$ cat src/rtl/cic_comp_pkg.sv
// Shared constants for the CIC compensation FIR: default widths, coefficients, FSM states.
package cic_comp_pkg;

    localparam int NTAPS_DEF  = 16;
    localparam int DECIM_DEF  = 2;
    localparam int IN_W_DEF   = 31;
    localparam int COEF_W_DEF = 18;
    localparam int OUT_W_DEF  = 24;
    localparam int SHIFT_DEF  = 17;

    // Symmetric Q1.17 inverse-sinc^5 response; the taps sum to unity DC gain.
    localparam logic signed [COEF_W_DEF-1:0] COEFS [NTAPS_DEF] = '{
        -18'sd311,   -18'sd1203,  18'sd1587,   18'sd3469,
        -18'sd2919,  -18'sd9671,  18'sd5023,   18'sd69561,
         18'sd69561,  18'sd5023, -18'sd9671,  -18'sd2919,
         18'sd3469,   18'sd1587, -18'sd1203,  -18'sd311
    };

    function automatic int coef_sum();
        int s = 0;
        for (int k = 0; k < NTAPS_DEF; k++) s += int'(COEFS[k]);
        return s;
    endfunction

    localparam int COEF_SUM = coef_sum();

    typedef enum logic [1:0] {
        IDLE  = 2'd0,
        MAC   = 2'd1,
        FLUSH = 2'd2,
        DONE  = 2'd3
    } state_t;

endpackage

$ cat src/rtl/cic_comp_mac.sv
// Registered multiplier, accumulator and round/shift/saturate stage of the compensation FIR.
// Define CIC_COMP_ROUND_EN to round half up before the shift; otherwise the shift truncates.
module cic_comp_mac
    import cic_comp_pkg::*;
#(
    parameter int IN_W   = IN_W_DEF,
    parameter int COEF_W = COEF_W_DEF,
    parameter int OUT_W  = OUT_W_DEF,
    parameter int SHIFT  = SHIFT_DEF,
    parameter int ACC_W  = IN_W_DEF + COEF_W_DEF + 4
) (
    input  logic                     clk,
    input  logic                     rst,
    input  logic                     clear,
    input  logic                     en,
    input  logic                     last,
    input  logic signed [IN_W-1:0]   sample,
    input  logic signed [COEF_W-1:0] coef,
    output logic signed [OUT_W-1:0]  result
);

    localparam int PROD_W = IN_W + COEF_W;

    logic signed [PROD_W-1:0] prod;
    logic                     prod_vld;
    logic signed [ACC_W-1:0]  acc;
    logic signed [ACC_W-1:0]  acc_rnd;
    logic signed [ACC_W-1:0]  shifted;
    logic signed [OUT_W-1:0]  sat;

    // NOTE: state registers use non-blocking assignments so every flop samples pre-edge values.
    always_ff @(posedge clk) begin
        if (rst) begin
            prod     <= '0;
            prod_vld <= 1'b0;
            acc      <= '0;
            result   <= '0;
        end else begin
            prod_vld <= en;
            if (en)
                prod <= PROD_W'(sample) * PROD_W'(coef);
            if (clear)
                acc <= '0;
            else if (prod_vld)
                acc <= acc + ACC_W'(prod);
            if (last)
                result <= sat;
        end
    end

`ifdef CIC_COMP_ROUND_EN
    localparam logic signed [ACC_W-1:0] HALF = ACC_W'(1) <<< (SHIFT - 1);
    assign acc_rnd = acc + HALF;
`else
    assign acc_rnd = acc;
`endif

    assign shifted = acc_rnd >>> SHIFT;

    // NOTE: sat gets a value on every path so this block cannot infer a latch.
    always_comb begin
        sat = shifted[OUT_W-1:0];
        if (!((&shifted[ACC_W-1:OUT_W-1]) || !(|shifted[ACC_W-1:OUT_W-1]))) begin
            if (shifted[ACC_W-1])
                sat = {1'b1, {(OUT_W-1){1'b0}}};
            else
                sat = {1'b0, {(OUT_W-1){1'b1}}};
        end
    end

endmodule

$ cat src/rtl/cic_comp_fir.sv
// Decimating CIC droop-compensation FIR with one time-multiplexed MAC over a circular buffer.
// Optional CIC_COMP_ROUND_EN selects round-half-up instead of truncation (see cic_comp_mac).
module cic_comp_fir
    import cic_comp_pkg::*;
#(
    parameter int NTAPS  = NTAPS_DEF,
    parameter int DECIM  = DECIM_DEF,
    parameter int IN_W   = IN_W_DEF,
    parameter int COEF_W = COEF_W_DEF,
    parameter int OUT_W  = OUT_W_DEF,
    parameter int SHIFT  = SHIFT_DEF
) (
    input  logic                    clk,
    input  logic                    rst,
    input  logic signed [IN_W-1:0]  in_data,
    input  logic                    in_clk,
    output logic signed [OUT_W-1:0] out_data,
    output logic                    out_valid,
    output logic                    busy,
    output logic                    overrun
);

    localparam int PW    = $clog2(NTAPS);
    localparam int PHW   = (DECIM > 1) ? $clog2(DECIM) : 1;
    localparam int ACC_W = IN_W + COEF_W + PW;

    state_t                  state;
    logic                    in_clk_q;
    logic                    rise;
    logic                    accept;
    logic                    start;
    logic [PW-1:0]           wr_ptr;
    logic [PW-1:0]           tap;
    logic [PW-1:0]           rd_idx;
    logic [PHW-1:0]          phase;
    logic                    flush_cnt;
    logic signed [IN_W-1:0]  sample_buf [NTAPS];
    logic signed [COEF_W-1:0] coef;

    assign busy      = (state == MAC) || (state == FLUSH);
    assign out_valid = (state == DONE);
    assign rise      = in_clk && !in_clk_q;
    assign accept    = rise && !busy;
    assign start     = accept && (phase == PHW'(DECIM - 1));

    always_ff @(posedge clk) begin
        if (rst) begin
            in_clk_q <= 1'b0;
            wr_ptr   <= '0;
            phase    <= '0;
            overrun  <= 1'b0;
        end else begin
            in_clk_q <= in_clk;
            if (accept) begin
                wr_ptr <= wr_ptr + PW'(1);
                phase  <= (phase == PHW'(DECIM - 1)) ? '0 : phase + PHW'(1);
            end
            if (rise && busy)
                overrun <= 1'b1;
        end
    end

    // NOTE: the sample buffer is reset entry by entry because the filter must read zeros before it fills.
    always_ff @(posedge clk) begin
        if (rst) begin
            for (int i = 0; i < NTAPS; i++) sample_buf[i] <= '0;
        end else if (accept) begin
            sample_buf[wr_ptr] <= in_data;
        end
    end

    always_ff @(posedge clk) begin
        if (rst) begin
            state     <= IDLE;
            tap       <= '0;
            flush_cnt <= 1'b0;
        end else begin
            case (state)
                IDLE, DONE: begin
                    state     <= start ? MAC : IDLE;
                    tap       <= '0;
                    flush_cnt <= 1'b0;
                end
                MAC: begin
                    tap <= tap + PW'(1);
                    if (tap == PW'(NTAPS - 1))
                        state <= FLUSH;
                end
                FLUSH: begin
                    flush_cnt <= 1'b1;
                    if (flush_cnt)
                        state <= DONE;
                end
                default: state <= IDLE;
            endcase
        end
    end

    // Newest sample sits just behind wr_ptr, so tap k reads k entries further back.
    assign rd_idx = wr_ptr - PW'(1) - tap;
    assign coef   = COEF_W'(COEFS[tap]);

    cic_comp_mac #(
        .IN_W   (IN_W),
        .COEF_W (COEF_W),
        .OUT_W  (OUT_W),
        .SHIFT  (SHIFT),
        .ACC_W  (ACC_W)
    ) u_mac (
        .clk    (clk),
        .rst    (rst),
        .clear  (start),
        .en     (state == MAC),
        .last   ((state == FLUSH) && flush_cnt),
        .sample (sample_buf[rd_idx]),
        .coef   (coef),
        .result (out_data)
    );

endmodule

$ cat config.mk
export PLATFORM = sky130hd
export DESIGN_NAME = cic_comp_fir
export DESIGN_NICKNAME = d
export VERILOG_FILES = /design/src/rtl/cic_comp_pkg.sv /design/src/rtl/cic_comp_mac.sv /design/src/rtl/cic_comp_fir.sv
export SDC_FILE = /design/constraint.sdc
export NUM_CORES = 2
export LEC_CHECK = 0
export BUFFER_PORTS_ARGS = -buffer_cell sky130_fd_sc_hd__buf_4
export CAP_MARGIN = 20
export CORE_AREA = 2 2 339 341
export CTS_BUF_LIST = sky130_fd_sc_hd__clkbuf_8 sky130_fd_sc_hd__clkbuf_16
export CTS_CLUSTER_DIAMETER = 30
export DETAILED_ROUTE_END_ITERATION = 8
export DIE_AREA = 0 0 341 343
export PLACE_DENSITY = 0.72
export SKIP_LAST_GASP = 1
export SYNTH_ARGS = -nofsm -noshare
export SYNTH_HDL_FRONTEND = slang
export SYNTH_HIERARCHICAL = 1
export SYNTH_SLANG_ARGS = --single-unit
$ cat constraint.sdc
create_clock -name clk -period 24.8 [get_ports clk]
set_clock_uncertainty 0.2 [all_clocks]
set_input_delay 1.24 -clock clk [delete_from_list [all_inputs] [get_ports clk]]
set_output_delay 1.24 -clock clk [all_outputs]
set_load 0.1 [all_outputs]
* Yosys cells after proc, flatten, opt, wreduce, memory -nomap -nowiden
Memory sizes are Yosys's and may differ from the RTL's.
Cells that the tools add are included.
Widths: inputs -> output; s select.
** Storage, ports and cells
- Output and inout bits :: 27
- Memories kept :: 2
- Flip-flop bits (word level) :: 141
- Memory bits (writable) :: 496
- Memory bits (read-only) :: 288
- Word-level logic and storage cells :: 66
- Input bits :: 34
** Operators by class
- Magnitude comparators :: 1
- Multipliers :: 1
- Eq/ne operators :: 6
- Add/subtract/negate cells :: 6
- Mux-type cells :: 19
- Bitwise operators :: 1
- Reduce and logical (&&, ||, !) cells :: 19
** Memory list
- sample_buf :: depth 16, width 31, rd ports 1, clocked after Yosys merged registers in 0, wr ports 16, RTL line cic_comp_fir.sv:37 : logic signed [IN_W-1:0] sample_buf [NTAPS];
- (no name shown) :: depth 16, width 18, rd ports 1, clocked after Yosys merged registers in 0, wr ports 0, RTL line cic_comp_fir.sv:101 : assign coef = COEF_W'(COEFS[tap]);
** Operators by type and width (number)
- $add 53x49->53 :: 1
- $mul 31x18->49 :: 1
- $mux 24 :: 2
- $mux 18 :: 2
- $mux 31 :: 1
- $reduce_or 31->1 :: 1
- $reduce_and 13->1 :: 1
- $reduce_or 13->1 :: 1
- $add 4x1->4 const B :: 2
- $mux 1 :: 8
- $pmux 4 s2 :: 1
- $pmux 2 s3 :: 1
- $ge 5x5->1 const B :: 1
- $logic_and 1x1->1 :: 5
- $not 4->5 :: 1
- $eq 2x2->1 const B :: 2
- $eq 4x4->1 const B :: 1
- $mux 2 :: 2
- $mux 4 :: 1
- $ne 2x2->1 const B :: 2
- $reduce_bool 2->1 :: 2
- $reduce_or 2->1 :: 2
- $sub 4x1->4 const B :: 1
- $sub 4x4->4 :: 1
- 7 further kinds :: 10

* Logic depth before layout (Yosys ltp)
- Depth in word-level cells :: 9
- Gate-level depth with buffers :: 36
- Depth with buffers taken out :: 32

* Modules after synthesis
Netlist, hierarchy kept.
** Modules (own cells, without submodules)
- cic_comp_mac :: cells an instance 3059, seq. area each 2542.4 µm², instances 1, area an instance 26574.2 µm²
- cic_comp_fir :: cells an instance 1634, seq. area each 15174.6 µm², instances 1, area an instance 24138.2 µm²

* Worst setup path before layout
OpenSTA, ideal clock, no wires.
- Kind :: register -> register
- Start :: register tap[0]
- End :: register u_mac.prod[36]
- Buffers on the path :: 2
- Period minus slack after synthesis :: 8.433 ns
- Cell stages (with the launch flop) :: 34
- Path slack :: 16.367 ns
- Data arrival time :: 8.099 ns
- Path through :: dfxtp_1 -> inv_1 -> ha_1 -> inv_1 -> fa_1 -> xnor2_2 -> clkbuf_1 -> nand2_1 -> a211o_1 -> nand3_1 -> clkbuf_1 -> nand2_1 -> fa_1 -> inv_1 -> fa_1 -> inv_1 -> fa_1 -> inv_1 -> fa_1 -> fa_1 -> inv_1 -> fa_1 -> inv_1 -> ha_1 -> and3_1 -> and3_1 -> nor4bb_2 -> nor4_4 -> o21bai_1 -> a21o_1 -> a21oi_2 -> o21ai_1 -> nor4bb_1 -> or4_1
** Between the ends
- Word-level cells in the longest chain between the ends :: 5
- Elaborated cells on any way between the ends :: 7
** RTL lines
- from (decl) :: RTL line cic_comp_fir.sv:33 : logic [PW-1:0] tap;
- from (signal assigned) :: RTL line cic_comp_fir.sv:85 : tap <= tap + PW'(1);
- parallel branches: the longest is 4 deep, another holds $mem_v2 16x31
- $mul 31x18->49 * :: RTL line cic_comp_mac.sv:41 : prod <= PROD_W'(sample) * PROD_W'(coef);
- to (signal assigned) :: RTL line cic_comp_mac.sv:41
- to (decl) :: RTL line cic_comp_mac.sv:24 : logic signed [PROD_W-1:0] prod;
Mark *: on every way between the ends. The select of a mux whose other input is x is not followed.
A chain may end at the register's enable or synchronous reset.

* Worst setup path in the final report
- Start :: register tap[0]
- End :: register u_mac.prod[48]
The elaborated chain is that of the path after synthesis.

==> results.rst <==
.. list-table::
   :header-rows: 1

   * - Metric
     - Value
   * - Origin of the worst min-delay path
     - u_mac/result[16]
   * - Detailed router's first-iteration violation count
     - 2902
   * - Predominant post-synthesis flop cell
     - edfxtp_1
   * - Total setup buffers inserted after CTS
     - 0
   * - Grt met1 use
     - 0.283
   * - Final weighted congestion in routability-driven placement
     - 0.873
   * - Max-cap viol count
     - 0
   * - Highest-utilization routing layer at the global route stage
     - met2
   * - Final routed wirelength across all metal layers
     - between 100000 and 150000 um
   * - Setup TNS after final layout
     - 0 ns
   * - Worst Reg-to-Reg Cells
     - 28
   * - Fin. max-slew vios
     - 0
   * - Io pins
     - about 60
   * - Setup WS pre-CTS
     - between 10 and 15 ns
   * - Required arrival time at the worst endpoint
     - roughly 25 ns
   * - Post-detailed-route via-to-cell ratio
     - 5.51
   * - Die Ht
     - 343 um
   * - Number of cells in the finished layout apart from fillers
     - 6291
   * - Portion of the post-synthesis area used by sequential elements
     - 0.349
   * - Setup repair after global routing missed its margin
     - no
   * - Critical R2R Launch
     - tap[0]
   * - Antenna violations before repair
     - 4
   * - Cell types with the highest counts after synthesis
     - and2_1, inv_1, fa_1
   * - Min-delay worst type
     - register to register
   * - Number of global-route vias before repair
     - around 37k
   * - Setup ws final
     - 14.00 ns
   * - Detail Route Antenna Nets
     - 0
   * - Startpoint type of the worst setup path
     - register
   * - Slowest cell on crit path
     - buf_4
   * - Number of warning messages in the yosys log
     - 6
   * - Remaining max-slew budget at the tightest pin
     - 0.237
   * - Number of placed cells counting well taps
     - ~6.0k
   * - Detailed-placement wirelength estimate
     - between 80000 and 90000 um
   * - Layout cells sized above 1
     - 0.110
   * - Number of rows created at floorplan
     - 124
   * - Largest cells by area after synthesis
     - edfxtp_1, fa_1, and2_1, dfxtp_1, ha_1
   * - Overall Global Routing Usage
     - 0.225
   * - Dominant cell by count in the synthesized netlist
     - and2_1
   * - Area overhead of the layout relative to synthesis
     - 13.6%
   * - Horizontal extent of the die
     - 341 um
   * - Clock buffer depth
     - 3
   * - Wire length of the first global-routing pass
     - 205000 um
   * - Initial core utilization
     - 0.447
   * - Number of enable-type register cells in the synthesized netlist
     - 496
   * - Netlist Area Pre-Place
     - between 50000 and 60000 um2
   * - Initial DRT Pass Iterations
     - 5
   * - Via count
     - 34.7k
   * - Fraction of post-synthesis cell area in the top cell type by area
     - 0.294
   * - Die area
     - 117000 um2
   * - Minimum period implied by the final worst setup slack
     - around 11 ns
   * - Setup Viol. Count Final
     - 0
   * - Transition time of the tightest slew-check pin
     - approximately 1.1 ns
   * - CP endpoint kind
     - register
   * - Deepest level of the CTS H-tree
     - 4
   * - Cell mode on critical path
     - fa_1
   * - Run status
     - finished, final reports clean
   * - Quantity of I/O buffers inserted on ports
     - 60
   * - CTS tree
     - built
   * - Distinct cell type count after synthesis
     - 90
   * - Number of hold buffers added after cts
     - 0
   * - Met2 GRT Util
     - 0.382
   * - Average footprint of a synthesized cell
     - 10.8 um2
   * - Yosys reg bits
     - around 640
   * - Arrival time at the worst endpoint
     - 11.19 ns
   * - Timing startpoint of the critical path
     - tap[0]
   * - Worst-path fanout max
     - 52
   * - WHS Path Cells
     - 2
   * - DRC violation count after routing
     - 0
   * - Max Freq
     - 0.0926 GHz
   * - Maximum number of pins on one net before global-route repair
     - 69
   * - Total grt overflow
     - 0
   * - Num Clock Sinks
     - 637
   * - Kind of critical path
     - register to register
   * - Met3 GRT Util
     - 0.0429
   * - Library cell occupying the most area in the post-synthesis netlist
     - edfxtp_1
   * - Fin crit share
     - 0.435
   * - Routed WL per cell
     - between 20 and 25 um
   * - Final hold vios
     - 0
   * - Cell count after synthesis
     - ~4.7k
   * - Clock latency reported for the late side of the worst-skew pair
     - 0.75 ns
   * - Core box area
     - 113000 um2
   * - Master cell of the clock root buffer
     - clkbuf_16
   * - Post-layout nets
     - between 5k and 6k
   * - CTS Buf Count
     - roughly 150
   * - PostCTS Resize Cnt
     - 0
   * - Clock-pin transition on the worst setup and hold timing paths
     - 0.04 ns
   * - Slowest stage delay, CP
     - ~0.95 ns
   * - Fraction of synthesis flops using an asynchronous set or reset pin
     - 0
## area by class of cell
cell class / count / area, um2
antenna: 4 / 10.0
clock buffer: 149 / 3680
clock inverter: 111 / 1420
fill: 9684 / 55800
inverter: 618 / 2320
multi-input combinational: 3143 / 29600
sequential: 637 / 17700
tap: 1512 / 1890
timing repair buffer: 117 / 941
## state kept, by name (all words and copies together) (netlist names)
register,flops
u_mac/acc,53
sample_buf,496
flush_cnt,1
u_mac/prod_vld,1
u_mac/prod,49
in_clk_q,1
wr_ptr,4
overrun,1
phase,1
state,2
u_mac/result,24
tap,4
## worst paths after layout
| kind | end | slack, ns |
|---|---|---|
| worst min register to register | u_mac/result[16] | 0.27 |
| worst max register to register | u_mac/prod[48] | 14.00 |
| worst max-delay path | u_mac/prod[48] | 14.00 |
| worst min-delay path | u_mac/result[16] | 0.27 |
## per-layer routing
metal  up-vias  share of wire  wire length (um)
li1      15387              -                 -
met1     17592           0.40             51600
met2      1369           0.49             63500
met3       301          0.071              9170
met4         2          0.036              4690
met5         -       0.000070                 9
## stage by stage
| stage | hold slack (ns) | utilization | cell area [um2] |
|---|---|---|---|
| global route | 0.291 | 0.508 | 57600 |
| floorplan | 0.232 | - | 50700 |
| global placement | 0.272 | 0.462 | 52400 |
| detailed placement | 0.266 | 0.462 | 52400 |
| CTS | 0.275 | 0.507 | 57500 |
| finish | 0.273 | 0.508 | 57600 |
## placed cells by master (no fill, tap or decap), types with 22 or more instances in the layout
cell       count
bufinv_16     22
mux4_1        25
o21ai_0       69
edfxtp_1     496
fa_1         538
nand2b_1      23
o211ai_1      76
xor2_1        34
xnor2_1       59
dfxtp_1      140
and2_1       717
inv_1        631
mux4_2        99
nand2_1      458
a211o_1       37
a21o_1        44
a21oi_1      134
ha_1         187
mux2i_1       65
nand3_1       56
clkbuf_16    145
buf_4        112
nor3_1        40
nor2_1       203
## worst max-delay path, delay by kind of cell (launching register included)
kind	cells	cell delay (ns)
AOI/OAI and AO/OA	5	1.35
adders and majority gates	8	4.23
buffers and inverters	5	1.31
DFF	1	0.51
muxes	1	0.60
and+or+nand+nor	9	2.36
## cells by family after synthesis
kind of cell,count (synthesis),synth area share
other,1,0.0000739
flip-flops,637,0.349
XOR/XNOR,96,0.0169
AO/OA/AOI/OAI,496,0.0652
multiplexers,192,0.0704
buffers and inverters,916,0.0713
AND/OR/NAND/NOR,1627,0.167
adder cells (fa/ha/maj),728,0.259
Power is left out: the tool's default activity adds up to more than one toggle a clock period on the data nets, which glitch-free logic cannot reach.
